<file path="src/rtl/regwin_pkg.sv">
// Shared types and constants for the register-window controller.
package regwin_pkg;

  typedef enum logic [2:0] {
    ST_IDLE   = 3'd0,
    ST_WIN    = 3'd1,
    ST_SPILL0 = 3'd2,
    ST_SPILL1 = 3'd3,
    ST_FILL0  = 3'd4,
    ST_FILL1  = 3'd5
  } state_t;

  localparam int unsigned NWIN_PAIRS   = 4;
  localparam logic [1:0]  SPILL_LO_REG = 2'd2;
  localparam logic [1:0]  FILL_LO_REG  = 2'd0;

endpackage

</file>
<file path="src/rtl/reg_window_ctrl.sv">
// Window-pointer manager for the 8x16 windowed register file: turns call/return
// pulses into window switches and spills/fills pairs to a memory stack.
module reg_window_ctrl
  import regwin_pkg::*;
#(
  parameter logic [15:0] STACK_BASE = 16'hFF00,
  parameter int unsigned MAX_SPILL  = 32
) (
  input  logic        clk,
  input  logic        rst,
  input  logic        call_req,
  input  logic        ret_req,
  output logic [1:0]  in_wnd,
  output logic        change_wnd,
  output logic        stall,
  output logic [1:0]  rf_rd_reg,
  input  logic [15:0] rf_rd_data,
  output logic [1:0]  rf_wr_reg,
  output logic [15:0] rf_wr_data,
  output logic        rf_wr_en,
  output logic [15:0] mem_addr,
  output logic [15:0] mem_wdata,
  output logic        mem_we,
  output logic        mem_re,
  input  logic [15:0] mem_rdata,
  input  logic        mem_ready,
  output logic        err
);

  localparam int unsigned CW    = $clog2(MAX_SPILL + 1);
  localparam logic [1:0]  K_MAX = 2'(NWIN_PAIRS - 1);

  state_t          r_state;
  logic [1:0]      r_cwp;
  logic [1:0]      r_k;
  logic [15:0]     r_sp;
  logic [CW-1:0]   r_spill_cnt;
  logic            r_need_spill;
  logic            r_need_fill;
  logic            r_err;

  logic            w_idle;
  logic            w_call_ok;
  logic            w_ret_ok;

  assign w_idle    = (r_state == ST_IDLE);
  assign w_call_ok = call_req & ~ret_req & ~((r_k == K_MAX) && (r_spill_cnt == CW'(MAX_SPILL)));
  assign w_ret_ok  = ret_req & ~call_req & ~((r_k == 2'd1) && (r_spill_cnt == '0));

  always_ff @(posedge clk or negedge rst) begin
    if (!rst) begin
      r_state      <= ST_IDLE;
      r_cwp        <= '0;
      r_k          <= 2'd1;
      r_sp         <= STACK_BASE;
      r_spill_cnt  <= '0;
      r_need_spill <= 1'b0;
      r_need_fill  <= 1'b0;
      r_err        <= 1'b0;
    end else begin
      r_err <= 1'b0;
      case (r_state)
        ST_IDLE: begin
          if (call_req || ret_req) begin
            if (w_call_ok) begin
              r_cwp        <= r_cwp + 2'd1;
              r_state      <= ST_WIN;
              r_need_spill <= (r_k == K_MAX);
              r_need_fill  <= 1'b0;
              if (r_k != K_MAX) r_k <= r_k + 2'd1;
            end else if (w_ret_ok) begin
              r_cwp        <= r_cwp - 2'd1;
              r_state      <= ST_WIN;
              r_need_spill <= 1'b0;
              r_need_fill  <= (r_k == 2'd1);
              if (r_k != 2'd1) r_k <= r_k - 2'd1;
            end else begin
              r_err <= 1'b1;
            end
          end
        end
        ST_WIN: begin
          if (r_need_spill)     r_state <= ST_SPILL0;
          else if (r_need_fill) r_state <= ST_FILL0;
          else                  r_state <= ST_IDLE;
        end
        ST_SPILL0: if (mem_ready) r_state <= ST_SPILL1;
        ST_SPILL1: begin
          if (mem_ready) begin
            r_sp        <= r_sp + 16'd2;
            r_spill_cnt <= r_spill_cnt + CW'(1);
            r_state     <= ST_IDLE;
          end
        end
        ST_FILL0: if (mem_ready) r_state <= ST_FILL1;
        ST_FILL1: begin
          if (mem_ready) begin
            r_sp        <= r_sp - 16'd2;
            r_spill_cnt <= r_spill_cnt - CW'(1);
            r_state     <= ST_IDLE;
          end
        end
        default: r_state <= ST_IDLE;
      endcase
    end
  end

  // The accepting cycle itself already stalls, so a plain switch costs two cycles.
  assign stall      = ~w_idle | (w_call_ok | w_ret_ok);
  assign in_wnd     = r_cwp;
  assign change_wnd = (r_state == ST_WIN);
  assign err        = r_err;

  always_comb begin
    rf_rd_reg  = '0;
    rf_wr_reg  = '0;
    rf_wr_data = '0;
    rf_wr_en   = 1'b0;
    mem_addr   = '0;
    mem_wdata  = '0;
    mem_we     = 1'b0;
    mem_re     = 1'b0;
    case (r_state)
      ST_SPILL0: begin
        rf_rd_reg = SPILL_LO_REG;
        mem_we    = 1'b1;
        mem_addr  = r_sp;
        mem_wdata = rf_rd_data;
      end
      ST_SPILL1: begin
        rf_rd_reg = SPILL_LO_REG + 2'd1;
        mem_we    = 1'b1;
        mem_addr  = r_sp + 16'd1;
        mem_wdata = rf_rd_data;
      end
      ST_FILL0: begin
        mem_re     = 1'b1;
        mem_addr   = r_sp - 16'd2;
        rf_wr_en   = mem_ready;
        rf_wr_reg  = FILL_LO_REG;
        rf_wr_data = mem_ready ? mem_rdata : '0;
      end
      ST_FILL1: begin
        mem_re     = 1'b1;
        mem_addr   = r_sp - 16'd1;
        rf_wr_en   = mem_ready;
        rf_wr_reg  = FILL_LO_REG + 2'd1;
        rf_wr_data = mem_ready ? mem_rdata : '0;
      end
      default: ;
    endcase
  end

endmodule
</file>
<file path="config.mk">
export PLATFORM = sky130hd
export DESIGN_NAME = reg_window_ctrl
export DESIGN_NICKNAME = d
export VERILOG_FILES = /design/src/rtl/regwin_pkg.sv /design/src/rtl/reg_window_ctrl.sv
export SDC_FILE = /design/constraint.sdc
export NUM_CORES = 1
export LEC_CHECK = 0
export CAP_MARGIN = 20
export CORE_MARGIN = 10
export CORE_UTILIZATION = 49
export CTS_BUF_LIST = sky130_fd_sc_hd__clkbuf_16
export DETAILED_ROUTE_END_ITERATION = 10
export GPL_TIMING_DRIVEN = 1
export PLACE_DENSITY = 0.87
export SYNTH_ARGS = -nofsm -noshare
export SYNTH_HDL_FRONTEND = slang
export SYNTH_SLANG_ARGS = --single-unit
</file>
<file path="constraint.sdc">
create_clock -name clk -period 4.6 [get_ports clk]
set_input_delay 0.92 -clock clk [delete_from_list [all_inputs] [get_ports clk]]
set_output_delay 0.92 -clock clk [all_outputs]
set_load 0.03 [all_outputs]
</file>
Word level (Yosys, flattened, before mapping)
Index checks and enable logic that the tools add are counted.

Register bits: 32. Latch bits: 0. Bits in writable memories: 0. ROM bits: 0. Bits of input ports: 37. Memories kept: 0.

Add/sub/neg operators: 10. Multipliers: 0. Div/mod/pow operators: 0. $lt $le $gt $ge: 0. Equality and inequality tests: 18. Shift operators: 0. Multiplexer cells: 38. Bitwise operators: 11. Reduce and logical (&&, ||, !) cells: 15.

Operator list (count): $mux 16 (5); $pmux 16 s4 (1); $pmux 16 s2 (1); $mux 3 (8); $add 16x1->16 const B (1); $add 16x2->16 const B (1); $sub 16x1->16 const B (1); $sub 16x2->16 const B (1); $pmux 3 s5 (1); $mux 1 (12); $mux 2 (6); $mux 6 (2); $pmux 6 s2 (1); $ne 2x2->1 const B (5); $reduce_and 5->1 (2); $ne 2x1->1 const B (4); $add 6x1->6 const B (1); $eq 3x2->1 const B (2); $eq 3x3->1 const B (2); $eq 6x6->1 const B (1); $logic_not 6->1 (1); $reduce_and 3->1 (2); $reduce_bool 2->1 (3); $reduce_or 2->1 (3); 14 further kinds (25).

Longest topological paths before layout
Gate-level depths: netlist (run 1).

Depth after elaboration: 8. Gate-level depth with buffers: 10.

Worst setup path after synthesis (run 1)
OpenSTA, ideal clock, no wires.

Kind: flip-flop to output port. From: register r_sp[1]. To: output port mem_addr[13]. Arrival: 2.473 ns. Data required time: 3.680 ns. Path slack: 1.207 ns. Stages on the path, launching flop included: 8. Path buffers: 0. Path through: dfrtp_1 inv_1 ha_1 or4b_4 nor4_4 nand2_2 xor2_1 o21ai_0.

Cells in the longest elaborated chain, start to end: 2. Elaborated cells between the ends (all ways): 4. Those cells by class: 3 x add/sub; 1 x mux.

RTL lines: start: declaration (line reg_window_ctrl.sv:36) `logic [15:0] r_sp;`; start signal: assignment (line reg_window_ctrl.sv:90) `r_sp <= r_sp + 16'd2;`; start signal: assignment (line reg_window_ctrl.sv:98) `r_sp <= r_sp - 16'd2;`; $sub 16x1->16 (tied with other cells) (line reg_window_ctrl.sv:145) `mem_addr = r_sp - 16'd1;`; $pmux 16 s4 (*) (line reg_window_ctrl.sv:123) `case (r_state)`; end: declaration (line reg_window_ctrl.sv:21) `output logic [15:0] mem_addr,`.

Every way passes the cells marked *; elsewhere a longest branch is shown, timed or not.

Final worst setup path (run 1)
From: register r_sp[1]. To: output port mem_addr[15].

The elaborated chain is that of the path after synthesis.

==> flow_summary_export.csv, run 1 <==
group,metric,value,unit
logic_synthesis,synth_simple_gate_area_share,28.5,%
logic_synthesis,yosysSeqAreaShare,30.1,%
hold_path,holdPathEnd,"in_wnd[1]",
timing,rsz0062_at_grt,"false",
place,dp_slack,0.878,ns
setup_path,arrival,3.09,ns
global_route,grt_max_degree,32,
setup_path,crit_path_max_fanout,8,
cells_and_area,mostFrequentLayoutCells,"clkdlybuf4s50_1 (95), nand2_1 (27), dfrtp_1 (22)",
global_route,first_global_vias,2374,
setup_path,critPathLaunchType,"flip-flop",
route,postRouteWirelength,7610,um
cts,clkTransAtPathRegs,0.05,ns
cts,cts-resized-gates,0,
floorplanning,die-area,0.00866,mm2
logic_synthesis,synth_area,0.00261,mm2
place,gp_congestion,0.912,
floorplanning,io_pins,97,
setup_path,critical_path.top_delay_family,"simple AND/OR/NAND/NOR gates",
setup_path,reg2reg_from,"r_state[1]",
timing,timing.final.crit_share,87.2,%
route,drtIter0Drc,155,
timing,slew_headroom,38.0,%
cts,cts_hold_repair.buffers,0,
floorplanning,fp-row-count,26,
timing,report.final.slew_viol_count,0,
global_route,antenna_found_initial,0,
logic_synthesis,synthMuxAreaShare,0.766,%
route,drtPass1Iterations,4,
hold_path,min_path_cells,1,
timing,tightest_slew,0.926,ns
setup_path,slowest_delay,0.68,ns
floorplanning,dieWidth,93.0,um
pwr,peakVddDrop,0.455,mV
cts,cts_buffer_depth,2,
pwr,seq_power_share,26.8,%
place,post-dp-hpwl,5840,um
setup_path,cpMaxStageDelayCell,"clkdlybuf4s50_1",
pwr,power.switching,899,uW
logic_synthesis,synth_fa_ha_area_share,6.03,%
timing,fin_ws,0.591,ns
cells_and_area,final_layout_size_suffix_gt1_share,7.54,%
cts,clkLatencyLatePin,0.28,ns
logic_synthesis,synth-xor-area-share,11.1,%
cells_and_area,num-nets-final,446,
cells_and_area,insertedDiodeCount,0,
route,num_vias,2538,
route,drc,0,
setup_path,required,3.68,ns
logic_synthesis,ys_types,59,
logic_synthesis,synthArstFlopShare,100,%
cells_and_area,utilization,71.9,%
setup_path,crit_type,"flip-flop to output port",
place,io_buffers,95,
logic_synthesis,synth-main-ff-cell,"dfrtp_1",
setup_path,path_cells,"inv_1 > ha_1 > or4b_4 > nor4_4 > nand3_2 > xor2_1 > o21ai_1 > clkdlybuf4s50_1",
pwr,intPower,1040,uW
logic_synthesis,synth-seq-cells,31,
logic_synthesis,synth_edf_count,0,
timing,hold_viol,0,
cts,cts-root-buf,"clkbuf_16",
logic_synthesis,synthCells,316,
setup_path,worst-path-stages,8,
cells_and_area,final_cell_area,0.00370,mm2
pwr,sw_frac_of_total,46.2,%
cts,cts_setup_buffers,0,
logic_synthesis,synth_top_family_by_area,"simple AND/OR/NAND/NOR gates",
timing,min_period,4.01,ns
pwr,p_leak,0.00153,uW
pwr,cellPowerDensity,526,mW/mm2
cts,cts_made_buffers,5,
cts,htree_levels,2,
setup_path,ff2ff_path_depth,9,
pwr,comb_power_share,57.4,%
logic_synthesis,syn-num-nets,365,
global_route,grt_overflow_total,0,
cells_and_area,syn_to_final_growth,41.4,%
route,antenna_left,0,
floorplanning,start_util,50.9,%
logic_synthesis,synth.avg_cell_area,8.27,um2
floorplanning,chipHeight,93.0,um
setup_path,crit_path_end_kind,"output port",
route,wl_per_cell,16.3,um
cells_and_area,final_cells,468,
timing,finalSetupViolCount,0,
pwr,pwr-share-clk,15.8,%
cells_and_area,fillers,422,
hold_path,worstHoldStart,"in_wnd[1]",
job,maxCapViolations,0,
timing,max_freq,249,MHz
global_route,grtUsageTotal,17.0,%
cts,tritoncts,"yes",
setup_path,regToRegSetupSlack,1.93,ns
floorplanning,coreArea,0.00514,mm2
logic_synthesis,synth_warnings,0,
setup_path,cp_num_buf_inv,2,
cells_and_area,final_common_cell,"clkdlybuf4s50_1",
timing,clock_skew,0.00643,ns
global_route,grt_pass1_wl,12100,um
hold_path,hp-class,"flip-flop to flip-flop",
setup_path,reg2reg_to,"r_spill_cnt[5]",
timing,tns,0,ns
status,status,"finished clean",
cts,cts_sinks,31,
route,vias_per_cell,5.42,
place,postPlaceCellArea,0.00356,mm2
place,dp.cells,460,
logic_synthesis,synth_compound_area_share,16.9,%
[power groups by stage]
| stage | sequential (uW) | combinational [uW] | clock, uW |
|---|---|---|---|
| 2_1_floorplan | 464 | 837 | 0 |
| 6_report | 522 | 1120 | 306 |
| 3_5_place_dp | 521 | 1110 | 0 |
| 5_1_grt | 539 | 1230 | 320 |
| 3_3_place_gp | 519 | 1090 | 0 |
| 4_1_cts | 520 | 1120 | 308 |
[metrics by stage]
stage / hold slack, ns / total power, uW
detailed placement: 0.472 / 1630
finish: 0.475 / 1940
floorplan: 0.454 / 1300
global route: 0.509 / 2090
CTS: 0.482 / 1950
global placement: 0.466 / 1610
[cells in the mapped netlist (2+ instances only)]
cell type | instances | share of area, %
a211oi_1 | 2 | 0.57
and3_1 | 20 | 4.8
clkbuf_1 | 15 | 2.2
a32oi_1 | 3 | 1.0
a21boi_0 | 2 | 0.57
xor2_1 | 18 | 6.0
nor4_1 | 2 | 0.48
nand2_1 | 27 | 3.9
nor2_1 | 17 | 2.4
dfstp_2 | 9 | 9.0
o22ai_1 | 3 | 0.72
inv_1 | 15 | 2.2
xnor2_1 | 15 | 5.0
o211ai_1 | 2 | 0.57
and2_1 | 19 | 4.5
nand3_1 | 10 | 1.9
buf_4 | 3 | 0.86
a22oi_1 | 7 | 2.0
nor3_1 | 7 | 1.3
nor2b_1 | 9 | 2.2
nand2b_1 | 5 | 1.2
a21o_1 | 3 | 0.86
a21oi_1 | 14 | 2.7
buf_2 | 5 | 0.96
dfrtp_1 | 22 | 21
mux2i_1 | 2 | 0.77
nand4_1 | 6 | 1.4
a221oi_1 | 2 | 0.67
ha_1 | 11 | 5.3
o21ai_0 | 12 | 2.3
[layout make-up]
type | instances | area, um2 | area share (%)
inverters | 15 | 56.3 | 1.52
multi-input cells | 246 | 1660 | 44.8
clock inverters | 3 | 11.3 | 0.305
well taps | 70 | 87.6 | 2.37
clock buffers | 5 | 125 | 3.39
flip-flops and latches | 31 | 787 | 21.3
repair buffers | 98 | 973 | 26.3
[layer usage]
metal / vias up / routed length, um / global-route usage (%)
met5: - / 0 / 0
met1: 1186 / 3070 / 20.3
met3: 7 / 419 / 4.24
li1: 1267 / - / -
met2: 78 / 4060 / 30.5
met4: 0 / 52 / 2.57
[flip-flops by register name, summed over array words and instances, names as in the netlist]
| register | count |
|---|---|
| r_need_fill | 1 |
| in_wnd | 2 |
| r_state | 3 |
| r_k | 2 |
| r_need_spill | 1 |
| err | 1 |
| r_sp | 15 |
| r_spill_cnt | 6 |
[how the worst max path moves through the flow]
stage                     startpoint           end  slack, ns
after floorplan              r_sp[1]  mem_addr[13]       1.21
after detailed placement     r_sp[1]  mem_addr[15]       0.88
after global placement       r_sp[1]  mem_addr[15]       0.94
after CTS                    r_sp[1]  mem_addr[15]       0.59
final                        r_sp[1]  mem_addr[15]       0.59
after global routing         r_sp[1]  mem_addr[13]       0.44
[cell families after synthesis]
kind of cell	after synthesis
mux	2
other cells	1
compound gates	64
simple gates	134
fa+ha+maj	12
buf+inv	39
flops	31
xor+xnor	33
Power figures use the tool's default switching activity.
==> run 2: changes to the inputs <==
==> constraint.sdc (replaced) <==
create_clock -name clk -period 4.6 [get_ports clk]
set_input_delay 0.46 -clock clk [delete_from_list [all_inputs] [get_ports clk]]
set_output_delay 0.46 -clock clk [all_outputs]
set_load 0.03 [all_outputs]
==> run 2 against run 1 <==
  * Via count is 0.95% higher
  * Non-clock buffer count down 1
  * Global-route usage up 0.53 points
  * Largest power group unchanged
  * Total power barely moved
  * Die area stayed put
  * Clock-buffer cell count stayed put
  * Clock power barely moved
  * Critical path depth stayed put
  * First-iteration DRC count is 17% higher
  * Routed wire length is 3.1% higher
  * Design area fell by 0.20%
  * Critical endpoint unchanged
==> flow_summary_export.csv, run 2 (synthesized netlist as in run 1, its figures left out) <==
group,metric,value,unit
timing,tns,0,ns
cts,tritoncts,"yes",
cts,cts_buffer_depth,2,
floorplanning,dieWidth,93.0,um
cts,cts_sinks,31,
place,dp_slack,1.28,ns
cells_and_area,final_layout_size_suffix_gt1_share,7.30,%
cells_and_area,final_cell_area,0.00369,mm2
timing,tightest_slew,0.889,ns
timing,rsz0062_at_grt,"false",
timing,clock_skew,0.00629,ns
floorplanning,io_pins,97,
cts,clkTransAtPathRegs,0.05,ns
route,drtPass1Iterations,4,
place,io_buffers,95,
cells_and_area,insertedDiodeCount,0,
place,postPlaceCellArea,0.00354,mm2
route,wl_per_cell,16.8,um
timing,report.final.slew_viol_count,0,
global_route,grtUsageTotal,17.5,%
global_route,grt_overflow_total,0,
place,gp_congestion,0.918,
pwr,peakVddDrop,0.362,mV
cells_and_area,largest_reg_flops,15,
timing,slew_headroom,40.5,%
cts,cts-resized-gates,0,
cts,cts_setup_buffers,0,
floorplanning,die-area,0.00866,mm2
route,postRouteWirelength,7850,um
status,status,"finished clean",
floorplanning,fp-row-count,26,
cts,htree_levels,2,
route,vias_per_cell,5.49,
timing,finalSetupViolCount,0,
timing,max_freq,275,MHz
timing,min_period,3.64,ns
setup_path,arrival,3.18,ns
pwr,p_leak,0.00154,uW
cells_and_area,regMostFlops,"r_sp",
setup_path,crit_path_end_kind,"output port",
floorplanning,start_util,50.9,%
cells_and_area,largest_registers,"r_sp x15, r_spill_cnt x6, r_state x3",
cts,clkLatencyLatePin,0.28,ns
global_route,grt_pass1_wl,12500,um
route,num_vias,2562,
cts,cts-root-buf,"clkbuf_16",
cts,cts_hold_repair.buffers,0,
place,post-dp-hpwl,6010,um
global_route,grt_max_degree,32,
setup_path,crit_type,"flip-flop to output port",
timing,timing.final.crit_share,79.0,%
global_route,antenna_found_initial,0,
cts,cts_made_buffers,5,
cells_and_area,syn_to_final_growth,41.1,%
timing,fin_ws,0.965,ns
floorplanning,chipHeight,93.0,um
setup_path,critPathLaunchType,"flip-flop",
hold_path,hp-class,"flip-flop to flip-flop",
global_route,first_global_vias,2449,
hold_path,min_path_cells,1,
job,maxCapViolations,0,
cells_and_area,mostFrequentLayoutCells,"clkdlybuf4s50_1 (95), nand2_1 (27), dfrtp_1 (22)",
route,drtIter0Drc,182,
route,antenna_left,0,
setup_path,required,4.14,ns
cells_and_area,final_common_cell,"clkdlybuf4s50_1",
cells_and_area,num-nets-final,445,
floorplanning,coreArea,0.00514,mm2
setup_path,ff2ff_path_depth,8,
route,drc,0,
setup_path,crit_path_max_fanout,8,
timing,hold_viol,0,
pwr,cellPowerDensity,527,mW/mm2
timing,worst_hold_slack,0.480,ns
[run 2: per-stage QoR]
step,power [uW],util [%],instances
floorplan,1300,-,316
global placement,1600,69.0,458
detailed placement,1640,69.0,458
CTS,1950,71.6,466
global route,2080,71.8,467
finish,1940,71.8,467
[run 2: cell type report]
class | instances | area, um2
fillers | 423 | 1450
well taps | 70 | 87.6
clock buffers | 5 | 125
inverters | 15 | 56.3
clock inverters | 3 | 11.3
repair buffers | 97 | 966
multi-input cells | 246 | 1660
flip-flops and latches | 31 | 787
[run 2: final timing paths]
| kind | start | to | slack [ns] |
|---|---|---|---|
| hold / removal | in_wnd[1] | in_wnd[1] | 0.48 |
| setup / recovery | r_sp[1] | mem_addr[15] | 0.96 |
| setup reg to reg | r_state[1] | r_spill_cnt[5] | 1.50 |
| hold reg to reg | in_wnd[1] | in_wnd[1] | 0.48 |
| min in group asynchronous | rst | r_spill_cnt[1] | 0.58 |
| max in group asynchronous | rst | r_sp[15] | 3.69 |
[run 2: layer usage]
metal  global-route usage [%]  wire (um)
met1                     20.6       3090
met2                     30.9       4240
met3                     4.48        414
met4                     4.76        105
met5                        0          0
[run 2: worst max-delay path: stages (launching register included)]
cell,delay (ns)
dfrtp_1,0.44
inv_1,0.15
ha_1,0.24
or4b_4,0.51
nor4_4,0.39
nand3_2,0.19
xor2_1,0.18
o21ai_1,0.12
clkdlybuf4s50_1,0.68
[run 2: power breakdown]
group | internal [uW] | leakage (uW) | switching [uW]
Sequential | 378 | 0.000368 | 145
Combinational | 469 | 0.00109 | 649
Clock | 194 | 0.0000776 | 110
